File: src/rtl/instr_encoder.sv
// instr_encoder: packs one symbolic MIPS instruction per handshake into a
// 32-bit word, tags it with a sequential word address and buffers it in a
// 2-entry output FIFO feeding the instruction-memory loader.
// Optional feature macro: ENC_NOP_PAD_EN -- when defined, every accepted
// beq/j/jal/jr is followed by a delay-slot NOP word at the next address.
module instr_encoder #(
    parameter int          AW   = 10,
    parameter int unsigned BASE = 0
) (
    input  logic          clk,
    input  logic          reset,
    input  logic          flush,
    input  logic          in_valid,
    output logic          in_ready,
    input  logic [3:0]    in_op,
    input  logic [4:0]    in_rs,
    input  logic [4:0]    in_rt,
    input  logic [4:0]    in_rd,
    input  logic [4:0]    in_shamt,
    input  logic [15:0]   in_imm,
    input  logic [25:0]   in_target,
    output logic          out_valid,
    input  logic          out_ready,
    output logic [31:0]   out_word,
    output logic [AW-1:0] out_addr,
    output logic          err
);

    localparam logic [AW-1:0] BASE_ADDR = AW'(BASE);
    localparam logic [AW-1:0] ADDR_ONE  = AW'(1);

    localparam logic [3:0] OP_ADDU  = 4'd0;
    localparam logic [3:0] OP_SUBU  = 4'd1;
    localparam logic [3:0] OP_SLT   = 4'd2;
    localparam logic [3:0] OP_JR    = 4'd3;
    localparam logic [3:0] OP_SLL   = 4'd4;
    localparam logic [3:0] OP_ORI   = 4'd5;
    localparam logic [3:0] OP_LW    = 4'd6;
    localparam logic [3:0] OP_SW    = 4'd7;
    localparam logic [3:0] OP_BEQ   = 4'd8;
    localparam logic [3:0] OP_LUI   = 4'd9;
    localparam logic [3:0] OP_J     = 4'd10;
    localparam logic [3:0] OP_ADDI  = 4'd11;
    localparam logic [3:0] OP_ADDIU = 4'd12;
    localparam logic [3:0] OP_JAL   = 4'd13;

`ifdef ENC_NOP_PAD_EN
    typedef enum logic {ENC, PAD} state_t;
`else
    typedef enum logic {ENC} state_t;
`endif

    state_t state_q, state_d;

    // FIFO storage and control
    logic [31:0]   word_mem_q [2];
    logic [AW-1:0] addr_mem_q [2];
    logic          rd_ptr_q, wr_ptr_q;
    logic [1:0]    cnt_q, cnt_d;
    logic [AW-1:0] addr_cnt_q;
    logic          err_q, err_d;

    logic          push, pop;
    logic [31:0]   push_word;

    // Codes 14 and 15 are the only undefined operations.
    function automatic logic op_is_valid(input logic [3:0] op);
        return (op <= OP_JAL);
    endfunction

    // Pack the fields into a MIPS word; forced-zero fields ignore their inputs.
    function automatic logic [31:0] encode(
        input logic [3:0]  op,
        input logic [4:0]  rs,
        input logic [4:0]  rt,
        input logic [4:0]  rd,
        input logic [4:0]  shamt,
        input logic [15:0] imm,
        input logic [25:0] target
    );
        logic [31:0] w;
        w = 32'h0;
        case (op)
            OP_ADDU:  w = {6'h00, rs, rt, rd, 5'd0, 6'h21};
            OP_SUBU:  w = {6'h00, rs, rt, rd, 5'd0, 6'h23};
            OP_SLT:   w = {6'h00, rs, rt, rd, 5'd0, 6'h2A};
            OP_JR:    w = {6'h00, rs, 5'd0, 5'd0, 5'd0, 6'h08};
            OP_SLL:   w = {6'h00, 5'd0, rt, rd, shamt, 6'h00};
            OP_ORI:   w = {6'h0D, rs, rt, imm};
            OP_LW:    w = {6'h23, rs, rt, imm};
            OP_SW:    w = {6'h2B, rs, rt, imm};
            OP_BEQ:   w = {6'h04, rs, rt, imm};
            OP_LUI:   w = {6'h0F, 5'd0, rt, imm};
            OP_J:     w = {6'h02, target};
            OP_ADDI:  w = {6'h08, rs, rt, imm};
            OP_ADDIU: w = {6'h09, rs, rt, imm};
            OP_JAL:   w = {6'h03, target};
            default:  w = 32'h0;
        endcase
        return w;
    endfunction

`ifdef ENC_NOP_PAD_EN
    // Control transfers that need a delay-slot NOP behind them.
    function automatic logic op_needs_pad(input logic [3:0] op);
        return (op == OP_BEQ) || (op == OP_J) || (op == OP_JAL) || (op == OP_JR);
    endfunction
`endif

    assign out_valid = (cnt_q != 2'd0);
    assign pop       = out_valid && out_ready;
    assign out_word  = out_valid ? word_mem_q[rd_ptr_q] : 32'h0;
    assign out_addr  = out_valid ? addr_mem_q[rd_ptr_q] : '0;
    assign err       = err_q;

    // Next-state, handshake and push decisions for the encoder FSM
    always_comb begin
        state_d   = state_q;
        in_ready  = 1'b0;
        push      = 1'b0;
        push_word = 32'h0;
        err_d     = err_q;
        case (state_q)
            ENC: begin
                in_ready = (cnt_q < 2'd2) && !flush && !reset;
                if (in_valid && in_ready) begin
                    if (op_is_valid(in_op)) begin
                        push      = 1'b1;
                        push_word = encode(in_op, in_rs, in_rt, in_rd, in_shamt,
                                           in_imm, in_target);
`ifdef ENC_NOP_PAD_EN
                        if (op_needs_pad(in_op)) begin
                            state_d = PAD;
                        end
`endif
                    end else begin
                        err_d = 1'b1;
                    end
                end
            end
`ifdef ENC_NOP_PAD_EN
            PAD: begin
                // A pop in this cycle frees a slot just as well as count<2.
                if ((cnt_q < 2'd2) || pop) begin
                    push      = 1'b1;
                    push_word = 32'h0;
                    state_d   = ENC;
                end
            end
`endif
            default: state_d = ENC;
        endcase
    end

    // FIFO occupancy follows push/pop; simultaneous push and pop cancel.
    always_comb begin
        cnt_d = cnt_q;
        case ({push, pop})
            2'b10:   cnt_d = cnt_q + 2'd1;
            2'b01:   cnt_d = cnt_q - 2'd1;
            default: cnt_d = cnt_q;
        endcase
    end

    // FSM state register; reset and flush both return to ENC
    always_ff @(posedge clk) begin
        if (reset || flush) begin
            state_q <= ENC;
        end else begin
            state_q <= state_d;
        end
    end

    // FIFO pointers, occupancy, address counter and sticky error
    always_ff @(posedge clk) begin
        if (reset || flush) begin
            cnt_q      <= 2'd0;
            rd_ptr_q   <= 1'b0;
            wr_ptr_q   <= 1'b0;
            addr_cnt_q <= BASE_ADDR;
            err_q      <= 1'b0;
        end else begin
            cnt_q <= cnt_d;
            err_q <= err_d;
            if (push) begin
                wr_ptr_q   <= ~wr_ptr_q;
                addr_cnt_q <= addr_cnt_q + ADDR_ONE;
            end
            if (pop) begin
                rd_ptr_q <= ~rd_ptr_q;
            end
        end
    end

    // FIFO data slots; contents are masked by out_valid so need no reset
    always_ff @(posedge clk) begin
        if (push) begin
            word_mem_q[wr_ptr_q] <= push_word;
            addr_mem_q[wr_ptr_q] <= addr_cnt_q;
        end
    end

endmodule

File: config.mk
export PLATFORM = sky130hd
export DESIGN_NAME = instr_encoder
export DESIGN_NICKNAME = d
export VERILOG_FILES = /design/src/rtl/instr_encoder.sv
export SDC_FILE = /design/constraint.sdc
export NUM_CORES = 1
export LEC_CHECK = 0
export BUFFER_PORTS_ARGS = -buffer_cell sky130_fd_sc_hd__buf_2
export CORE_MARGIN = 3
export CORE_UTILIZATION = 45
export CTS_BUF_LIST = sky130_fd_sc_hd__clkbuf_4 sky130_fd_sc_hd__clkbuf_8 sky130_fd_sc_hd__clkbuf_16
export CTS_CLUSTER_DIAMETER = 200
export CTS_CLUSTER_SIZE = 24
export DETAILED_ROUTE_END_ITERATION = 16
export PLACE_DENSITY = 0.76
export SLEW_MARGIN = 10
export SYNTH_ARGS = -nofsm -noshare
export SYNTH_HDL_FRONTEND = slang
export SYNTH_SLANG_ARGS = --single-unit
File: constraint.sdc
create_clock -name clk -period 6.1 [get_ports clk]
set_input_delay 0.915 -clock clk [delete_from_list [all_inputs] [get_ports clk]]
set_output_delay 0.915 -clock clk [all_outputs]
set_load 0.03 [all_outputs]
## Word level (Yosys, flattened, before mapping)

Memory sizes are Yosys's and may differ from the RTL's. A register that Yosys moved wholly into a read port is not among the register bits.
Index checks and enable logic that the tools add are counted.

- Register bits after elaboration: 15
- Output and inout bits: 45
- Logic and storage cells: 55
- Memories: 2
- RAM bits: 84
- Input bits: 71

Memory list:

| memory | depth | width | read ports | clocked after memory_dff | write ports | RTL line | text |
|---|---|---|---|---|---|---|---|
| word_mem_q | 2 | 32 | 1 | 1 | 1 | 56 | `logic [31:0] word_mem_q [2];` |
| addr_mem_q | 2 | 10 | 1 | 1 | 1 | 57 | `logic [AW-1:0] addr_mem_q [2];` |

- Multiplexer cells: 14
- Order comparisons: 2
- $add $sub $neg: 3
- Bitwise gates (word level): 3
- Reduce and logical (&&, ||, !) cells: 11
- Equal/unequal tests: 15

Operator list:

| kind | number |
|---|---|
| 32-bit one-hot mux with 14 select lines | 1 |
| 32-bit two-way mux | 3 |
| 4-bit equality test (second input constant) | 6 |
| 4-bit by 3-bit equality test with 1-bit output (second input constant) | 4 |
| 10-bit by 1-bit adder with 10-bit output (second input constant) | 1 |
| 10-bit two-way mux | 1 |
| 4-bit by 2-bit equality test with 1-bit output (second input constant) | 2 |
| 1-bit two-way mux | 8 |
| 4-bit by 1-bit equality test with 1-bit output (second input constant) | 1 |
| 4-bit less-or-equal comparator (second input constant) | 1 |
| 1-bit logical AND | 4 |
| 4-bit logical NOT | 1 |
| 2-bit one-hot mux with 2 select lines | 1 |
| 2-bit nonzero test | 2 |
| 1-bit NOT | 3 |
| 2-bit by 1-bit adder with 2-bit output (second input constant) | 1 |
| 2-bit by 1-bit equality test with 1-bit output (second input constant) | 1 |
| 2-bit equality test (second input constant) | 1 |
| 1-bit logical NOT | 2 |
| 2-bit < comparator (second input constant) | 1 |
| 2-bit AND reduction | 1 |
| 2-bit by 1-bit subtractor with 2-bit output (second input constant) | 1 |
| 1-bit logical OR | 1 |

## Logic depth before layout (Yosys ltp)

Gate-level depths: netlist (run 1).

- Word-level depth: 7
- Gate-level depth with buffers: 8
- Depth with buffers taken out: 7

## Worst setup path after synthesis (run 1)

OpenSTA, ideal clock, no wires.

- Path kind: input-to-reg
- From: input flush
- To: memory addr_mem_q[0][0] (enable)
- Slack: 2.079 ns
- Path buffers: 1
- Arrival: 3.582 ns
- Library setup time: 0.440 ns
- Data required time: 5.660 ns
- Stages: 4
- Cell sequence: nor4b_2 > nand2_1 > clkbuf_1 > nor2_1

- Word-level cells in the longest chain between the ends: 7

Ends and longest elaborated chain:

| element | RTL line | text |
|---|---|---|
| from (decl) | 12 | `input logic flush,` |
| 1-bit logical NOT | 125 | `in_ready = (cnt_q < 2'd2) && !flush && !reset;` |
| 1-bit logical AND (2 in a row) | 125 |  |
| 1-bit logical AND | 126 | `if (in_valid && in_ready) begin` |
| 1-bit two-way mux | 126 |  |
| 1-bit two-way mux | 197 | `if (push) begin` |
| 1-bit two-way mux (implied by the code) | 199 | `addr_mem_q[wr_ptr_q] <= addr_cnt_q;` |
| to (decl) | 57 |  |

Every way passes these cells.

## Final worst setup path (run 1)

- From: register cnt_q[1]
- To: output out_word[27]

- Word-level cells in the longest chain between the ends: 2

Ends and longest elaborated chain:

| element | RTL line | text |
|---|---|---|
| from (decl) | 59 | `logic [1:0] cnt_q, cnt_d;` |
| from (signal assigned) | 183 | `cnt_q <= cnt_d;` |
| 2-bit nonzero test | 110 | `assign out_valid = (cnt_q != 2'd0);` |
| 32-bit two-way mux | 112 | `assign out_word = out_valid ? word_mem_q[rd_ptr_q] : 32'h0;` |
| to (decl) | 24 | `output logic [31:0] out_word,` |

Every way passes these cells.

==> summary.txt, run 1 <==
Die height: 108.6 µm
Global route total overflow: 0
Dpl cell area: 5394 µm²
VDD IR max: 130.7 µV
RD Place Congestion: 0.8043
Sw Ratio: 25.42%
CTS tree: built
Worst hold path startpoint: err
Comb power frac: 9.7%
CP Cell Sequence: nor2_4 -> nor2_1 -> buf_2
Core area: 10000 µm²
Final period util: 48.20%
Die W: 108.6 µm
Post-DP HPWL: 7.843 mm
Worst-Margin Slew: 1.199 ns
Postcts setup bufs: 0
Drt drc: 0
Layout Nets: 587
Clock H-tree levels: 3
Post-Route WL: 11.25 mm
Initial antenna violation count: 0
Synth Flop Type: edfxtp_1
Sequential share of power: 58.7%
Die ar.: 11800 µm²
Drt first pass iters: 5
Worst R2R End: word_mem_q[0][17]
Maximum capacitance violations: 0
Root buffer cell: clkbuf_8
Hold_buf cts: 0
Skew final: 0.007632 ns
Core Util, Final: 55.77%
Setup slack, reg-to-reg: 3.50 ns
Syn. warnings: 0
Min Tclk post-route: 2.940 ns
Via/cell ratio: 5.529
Reg clk slew, reported paths: 0.10 ns
CTS Buf Count: 9
Register bit total from synthesis: 98
GR Util All Layers: 18.66%
Max Fanout on Critical Path: 42
I/O Pins: 116
Clock Path Buffers: 2
Type of the worst setup path: flop to output pin
Fin area: 5577 µm²
Post-Syn Area per Cell: 11.37 µm²
Status: finished, final reports clean
Cells after synthesis: 417
Port Buffers: 114
Most common cell after layout, fill and taps aside: buf_2
PostCTS Resize Cnt: 0
FMAX: 340.1 MHz
Worst EP required: 5.18 ns
First-pass GRT wire length: 16.88 mm
Count of pins over their slew limit: 0
Min-Delay Endpoint: err
Post-synth EDFFs: 82
Clock Power Share: 31.6%
Share of cells above drive strength 1: 28.32%
Syn Nets: 490
Post-Syn Area: 4740 µm²
Setup TNS: 0 ns
Synth area leaders: edfxtp_1 (52%), mux2i_1 (8.9%), dfxtp_1 (6.8%), nor2_1 (5.9%), nand3_1 (2.2%)
Via count of the first global-routing pass: 3319
Arrival time worst endpoint: 2.03 ns
Worst Hold Class: flop to flop
Via count: 3605
Netlist cell types: 54
Ant. Diodes: 0
Initial drt markers: 365
R2R Path Start: cnt_q[1]
CP startpoint kind: flop
Worst-Skew Late Latency: 0.36 ns
Max-Slew Margin vs Limit: 19.84%
Post-synth top area share: 51.95%
Routed WL per cell: 17.26 µm
Hold Vio Cnt, Final: 0
Commonest non-fill, non-tap cells in the layout: buf_2 (114), edfxtp_1 (82), nor2_1 (71)
PwrDens: 222.5 nW/µm²
Synth-to-Final Area Change: 17.66%
Top cell type by total area after synthesis: edfxtp_1
Sink Count: 98
CP endpoint kind: output pin
Async set-reset flop share out of synthesis: 0%
RSZ-0062 raised after global routing: false
Row count: 36
Finish-stage setup viols: 0
Hold depth: 2
Power Internal: 0.9253 mW
Post-route ant nets: 0
Leakage: 2.002 nW
Initial core utilization: 47.40%
Largest net degree at the start of global routing: 45
Psw: 0.3154 mW
Total power: 1.241 mW
Reg2Reg Depth: 4
Slowest Stage Delay on Critical Path: 0.81 ns
Register area share after synthesis: 58.71%
Slowest CP cell: nor2_4
[synth_stat cells, types with 2 or more instances]
cell type  number
edfxtp_1       82
nor2_1         74
mux2i_1        42
nand2_1        21
nand3_1        21
a21oi_1        20
dfxtp_1        16
clkbuf_1       12
buf_1           9
xnor2_1         9
a22oi_1         8
buf_2           8
inv_1           8
a32oi_1         7
a31oi_1         6
xor2_1          6
a211oi_1        5
a21o_1          5
a22o_1          5
o21ai_0         5
nor2b_1         4
and3_1          3
nor3_1          3
nor4_2          3
ha_1            2
nand2b_1        2
nand4_1         2
nor3b_1         2
or2_2           2
[critical path, delay by kind of cell, from the launching register on]
kind,cells,cell delay [ns]
and+or+nand+nor,2,1.00
DFF,1,0.39
buffers and inverters,1,0.24
[how the worst max path moves through the flow]
| stage | from | end | slack, ns |
|---|---|---|---|
| final | cnt_q[1] | out_word[27] | 3.16 |
| after global routing | cnt_q[1] | out_word[26] | 3.03 |
| after CTS | cnt_q[1] | out_word[26] | 3.14 |
| after detailed placement | flush | word_mem_q[0][20] | 2.83 |
| after global placement | flush | word_mem_q[1][21] | 2.91 |
| after floorplan | flush | addr_mem_q[0][0] | 2.08 |
[layout make-up]
type | instances | area (µm²)
Fill cell | 850 | 4423
Sequential cell | 98 | 2784
Multi-Input combinational cell | 280 | 1824
Timing Repair Buffer | 116 | 585.6
Tap cell | 133 | 166.4
Clock buffer | 9 | 123.9
Clock inverter | 7 | 58.81
Inverter | 9 | 33.78
[flip-flops by register name, indices dropped and copies added, names as in the netlist, named ones only]
register	flops
word_mem_q	62
addr_mem_q	20
err	1
wr_ptr_q	1
addr_cnt_q	10
cnt_q	2
rd_ptr_q	1
[through the flow]
stage | setup slack, ns | hold WS (ns) | cells
after detailed placement | 2.825 | 0.4596 | 636
after CTS | 3.142 | 0.4890 | 652
final | 3.160 | 0.4967 | 652
after global placement | 2.914 | 0.4577 | 636
after floorplan | 2.079 | 0.4482 | 417
after global routing | 3.034 | 0.5353 | 652
[routing by layer]
layer	up-vias	GRT usage (%)	wire length [µm]
met3	12	4.144	824
met4	0	4.509	102
met5	-	0	0
met2	146	31.24	5417
met1	1719	24.84	4908
li1	1728	-	-
[power groups by stage]
| stage | logic (mW) | registers [mW] | clock network [mW] |
|---|---|---|---|
| floorplan | 0.0737 | 0.743 | 0 |
| global placement | 0.115 | 0.743 | 0 |
| detailed placement | 0.120 | 0.744 | 0 |
| CTS | 0.120 | 0.728 | 0.397 |
| global route | 0.132 | 0.729 | 0.421 |
| finish | 0.121 | 0.728 | 0.392 |
[kinds of logic (layout without fill, tap and decap cells)]
logic type / count (synthesis) / count (layout) / share of synthesized area, %
other: 1 / 1 / 0.07912
multiplexers: 43 / 43 / 9.108
AO/OA/AOI/OAI: 72 / 72 / 10.59
AND/OR/NAND/NOR: 146 / 146 / 14.63
adder cells (fa/ha/maj): 3 / 3 / 0.7391
buffers and inverters: 39 / 141 / 3.379
XOR/XNOR: 15 / 15 / 2.772
flip-flops: 98 / 98 / 58.71
No activity file was read; power rests on OpenSTA's default activity.
==> inputs of run 2 (changes only) <==
clock period = 3 ns   (was 6.1 ns; I/O delays follow)
==> summary.txt, run 2 (synthesized netlist as in run 1, its figures left out) <==
DR WL met3: 887 µm
Post-route setup slack: 0.7160 ns
Via count: 3653
Initial drt markers: 370
WHS: 0.4142 ns
Finish-stage setup viols: 0
Row count: 36
Multi-input gate area: 1824 µm²
Core area: 10000 µm²
Port Buffers: 114
Fin cells: 659
Post-DP HPWL: 7.948 mm
Hold Vio Cnt, Final: 0
Count of pins over their slew limit: 0
R2R Path Start: cnt_q[1]
RD Place Congestion: 0.8153
Drt drc: 0
Die height: 108.6 µm
Die W: 108.6 µm
Worst-Skew Late Latency: 0.36 ns
Total power: 2.545 mW
Max reg flops: 62
Core Util, Final: 56.44%
Die ar.: 11800 µm²
Root buffer cell: clkbuf_8
Max Fanout on Critical Path: 24
Min-Delay Endpoint: word_mem_q[0][21]
Type of the worst setup path: flop to flop
FILL cells: 857
Post-Route WL: 11.37 mm
Routed WL per cell: 17.25 µm
RSZ-0062 raised after global routing: false
Worst Hold Class: input port to flop
Post-route ant nets: 0
Largest net degree at the start of global routing: 42
Reg2Reg Depth: 5
Min Tclk post-route: 2.284 ns
PwrDens: 450.9 nW/µm²
Postcts setup bufs: 0
CTS tree: built
Setup slack, reg-to-reg: 0.72 ns
Max-Slew Margin vs Limit: 60.60%
Initial core utilization: 47.40%
Worst EP required: 3.23 ns
Via/cell ratio: 5.543
Commonest non-fill, non-tap cells in the layout: buf_2 (114), edfxtp_1 (82), nor2_1 (71)
Final period util: 76.13%
Status: finished, final reports clean
Via count of the first global-routing pass: 3471
Layout Nets: 594
Largest registers: word_mem_q (62), addr_mem_q (20), addr_cnt_q (10)
Reg clk slew, reported paths: 0.10 ns
Met2 WL: 5.538 mm
Hold_buf cts: 0
VDD IR max: 195.6 µV
Initial antenna violation count: 0
Most common cell after layout, fill and taps aside: buf_2
First-pass GRT wire length: 17.19 mm
FMAX: 437.8 MHz
Dpl cell area: 5459 µm²
Met1 WL: 4.808 mm
Global route total overflow: 0
Clock Path Buffers: 2
CP endpoint kind: flop
Share of cells above drive strength 1: 29.28%
CP startpoint kind: flop
GR Util All Layers: 18.95%
Worst R2R End: word_mem_q[1][23]
Drt first pass iters: 4
Ant. Diodes: 0
Setup TNS: 0 ns
DR top layer: met4
Fin area: 5644 µm²
Inst Count DP: 643
Leakage: 2.060 nW
Worst-Margin Slew: 0.5760 ns
Maximum capacitance violations: 0
Sink Count: 98
CTS Buf Count: 9
Register area: 2784 µm²
Worst hold path startpoint: in_target[21]
Synth-to-Final Area Change: 19.09%
Largest reg by FF count: word_mem_q
Skew final: 0.008991 ns
Dpl ws: 0.5672 ns
PostCTS Resize Cnt: 0
Hold depth: 2
Arrival time worst endpoint: 2.51 ns
Clock H-tree levels: 3
I/O Pins: 116
[run 2: changes by cell type in the layout (fill, tap and decap cells not counted), sizes merged]
cell | previous run | this run
clkbuf | 9 | 10
buf | 116 | 123
clkinvlp | 1 | 0
[run 2: layout make-up]
| type | count | share of cell area (%) |
|---|---|---|
| flip-flops and latches | 98 | 49.32 |
| multi-input cells | 280 | 32.32 |
| repair buffers | 123 | 11.53 |
| well taps | 133 | 2.948 |
| clock buffers | 10 | 2.438 |
| clock inverters | 6 | 0.8424 |
| inverters | 9 | 0.5985 |
[run 2: critical path, cell delays in order, from the launching register on]
cell and delay, ns:
dfxtp_1 0.39, nor4b_2 0.54, nand2_1 0.33, buf_4 0.33
nor2b_1 0.32, a22o_1 0.22
[run 2: worst max-delay path by stage]
| stage | from | endpoint | slack, ns | cells after the start |
|---|---|---|---|---|
| global route | cnt_q[1] | cnt_q[1] | 0.52 | 5 |
| finish | cnt_q[1] | word_mem_q[1][23] | 0.72 | 5 |
| detailed placement | flush | word_mem_q[0][21] | 0.57 | 5 |
| floorplan | flush | addr_mem_q[0][0] | -0.56 | 4 |
| CTS | cnt_q[1] | word_mem_q[0][19] | 0.70 | 4 |
| global placement | flush | word_mem_q[0][20] | 0.64 | 5 |
[run 2: routing by layer]
layer | track usage (%) | vias to the layer above
li1 | - | 1741
met1 | 24.01 | 1745
met2 | 32.57 | 156
met3 | 4.263 | 11
met4 | 5.591 | 0
met5 | 0 | -
[run 2: where the power goes]
| group | total [mW] | internal, mW | switching [mW] |
|---|---|---|---|
| sequential | 1.48 | 1.48 | 0.00483 |
| clock | 0.814 | 0.337 | 0.478 |
| combinational | 0.250 | 0.0931 | 0.157 |
==> inputs of run 3 (changes only) <==
PLACE_DENSITY = 0.79   (was 0.76)
clock period = 2 ns   (was 3 ns; I/O delays follow)
==> summary.txt, run 3 (synthesized netlist as in run 1, its figures left out) <==
Status: finished, final reports clean
R2R Path Start: cnt_q[1]
RD Place Congestion: 0.8201
Largest reg by FF count: word_mem_q
WHS: 0.2498 ns
Global route total overflow: 0
Maximum capacitance violations: 0
Arrival time worst endpoint: 1.59 ns
Via count of the first global-routing pass: 3742
Die W: 108.6 µm
Largest net degree at the start of global routing: 42
Min Tclk post-route: 1.893 ns
Leakage: 2.151 nW
Via/cell ratio: 5.481
FILL cells: 861
CP endpoint kind: output pin
Layout Nets: 610
Skew final: 0.01082 ns
Clock Path Buffers: 2
CTS tree: built
FMAX: 528.3 MHz
Drt first pass iters: 4
Drt drc: 0
Most common cell after layout, fill and taps aside: buf_2
Post-DP HPWL: 7.957 mm
Share of cells above drive strength 1: 31.00%
Clock H-tree levels: 3
Initial drt markers: 226
Synth-to-Final Area Change: 22.78%
Port Buffers: 114
Worst Hold Class: input port to flop
Routed WL per cell: 16.86 µm
Root buffer cell: clkbuf_8
Finish-stage setup viols: 0
Dpl cell area: 5623 µm²
Max reg flops: 62
Worst EP required: 1.70 ns
Hold Vio Cnt, Final: 0
Critical path startpoint: cnt_q[1]
Largest registers: word_mem_q (62), addr_mem_q (20), addr_cnt_q (10)
Initial core utilization: 47.40%
Worst hold path startpoint: in_rs[0]
Max Fanout on Critical Path: 41
Count of pins over their slew limit: 0
Die ar.: 11800 µm²
Post-Route WL: 11.38 mm
Sink Count: 98
PwrDens: 665.8 nW/µm²
Via count: 3700
Row count: 36
Worst-Skew Late Latency: 0.37 ns
Reg clk slew, reported paths: 0.09 ns
First-pass GRT wire length: 17.98 mm
Commonest non-fill, non-tap cells in the layout: buf_2 (114), edfxtp_1 (82), nor2_1 (71)
Initial antenna violation count: 0
CP startpoint kind: flop
Setup slack, reg-to-reg: 0.17 ns
Fin area: 5819 µm²
VDD IR max: 329.4 µV
GR Util All Layers: 19.74%
Postcts setup bufs: 0
Die height: 108.6 µm
RSZ-0062 raised after global routing: false
Post-route ant nets: 0
Ant. Diodes: 0
CTS Buf Count: 9
Final period util: 94.64%
I/O Pins: 116
Core area: 10000 µm²
Type of the worst setup path: flop to output pin
-- run 3: critical path, stage by stage (launching register included) --
cell and delay (ns):
dfxtp_1 0.32, buf_4 0.15, nor2_4 0.11, buf_6 0.31
nor2_1 0.13, buf_2 0.20
-- run 3: worst paths after layout --
| kind | end | depth (start not counted) |
|---|---|---|
| worst min-delay path | word_mem_q[0][21] | 2 |
| worst max-delay path | out_word[3] | 5 |
| worst max register to register | word_mem_q[0][25] | 4 |
| worst min register to register | addr_mem_q[1][9] | 0 |
-- run 3: final cells by class --
class	instances	area [µm²]	share of cell area (%)
sequential	98	2784	47.84
multi-input combinational	280	1832	31.48
timing repair buffer	139	812.0	13.95
tap	133	166.4	2.860
clock buffer	9	123.9	2.129
clock inverter	7	67.56	1.161
inverter	9	33.78	0.5805
-- run 3: per-layer routing --
| layer | vias to the layer above | global-route usage [%] | routed length, µm |
|---|---|---|---|
| li1 | 1775 | - | - |
| met1 | 1798 | 24.98 | 4851 |
| met2 | 113 | 34.47 | 5729 |
| met3 | 14 | 3.020 | 638 |
| met4 | 0 | 6.943 | 163 |
| met5 | - | 0 | 0 |
-- run 3: what timing repair did --
action | in CTS | in global routing
endpoints found under the hold margin | 0 | 0
setup endpoints to repair | 4 | 2
cloned | 0 | 0
resized for setup | 1 | 1
hold buffers | 0 | 0
-- run 3: through the flow --
step | util, % | TNS (ns) | std cells | setup WS [ns] | total power [mW]
3_5_place_dp | 56.23 | -0.002427 | 659 | -0.001214 | 2.662
2_1_floorplan | - | -5.316 | 417 | -0.07604 | 2.495
4_1_cts | 58.18 | 0 | 675 | 0.08480 | 3.903
5_1_grt | 58.20 | 0 | 675 | 0.01519 | 4.010
3_3_place_gp | 56.23 | 0 | 659 | 0.09750 | 2.646
6_report | 58.20 | 0 | 675 | 0.1072 | 3.875
-- run 3: report_power, final --
| group | switching, mW | internal, mW | total, mW |
|---|---|---|---|
| Combinational | 0.237 | 0.163 | 0.400 |
| Sequential | 0.00645 | 2.21 | 2.22 |
| Clock | 0.681 | 0.574 | 1.26 |
| Total | 0.925 | 2.95 | 3.87 |
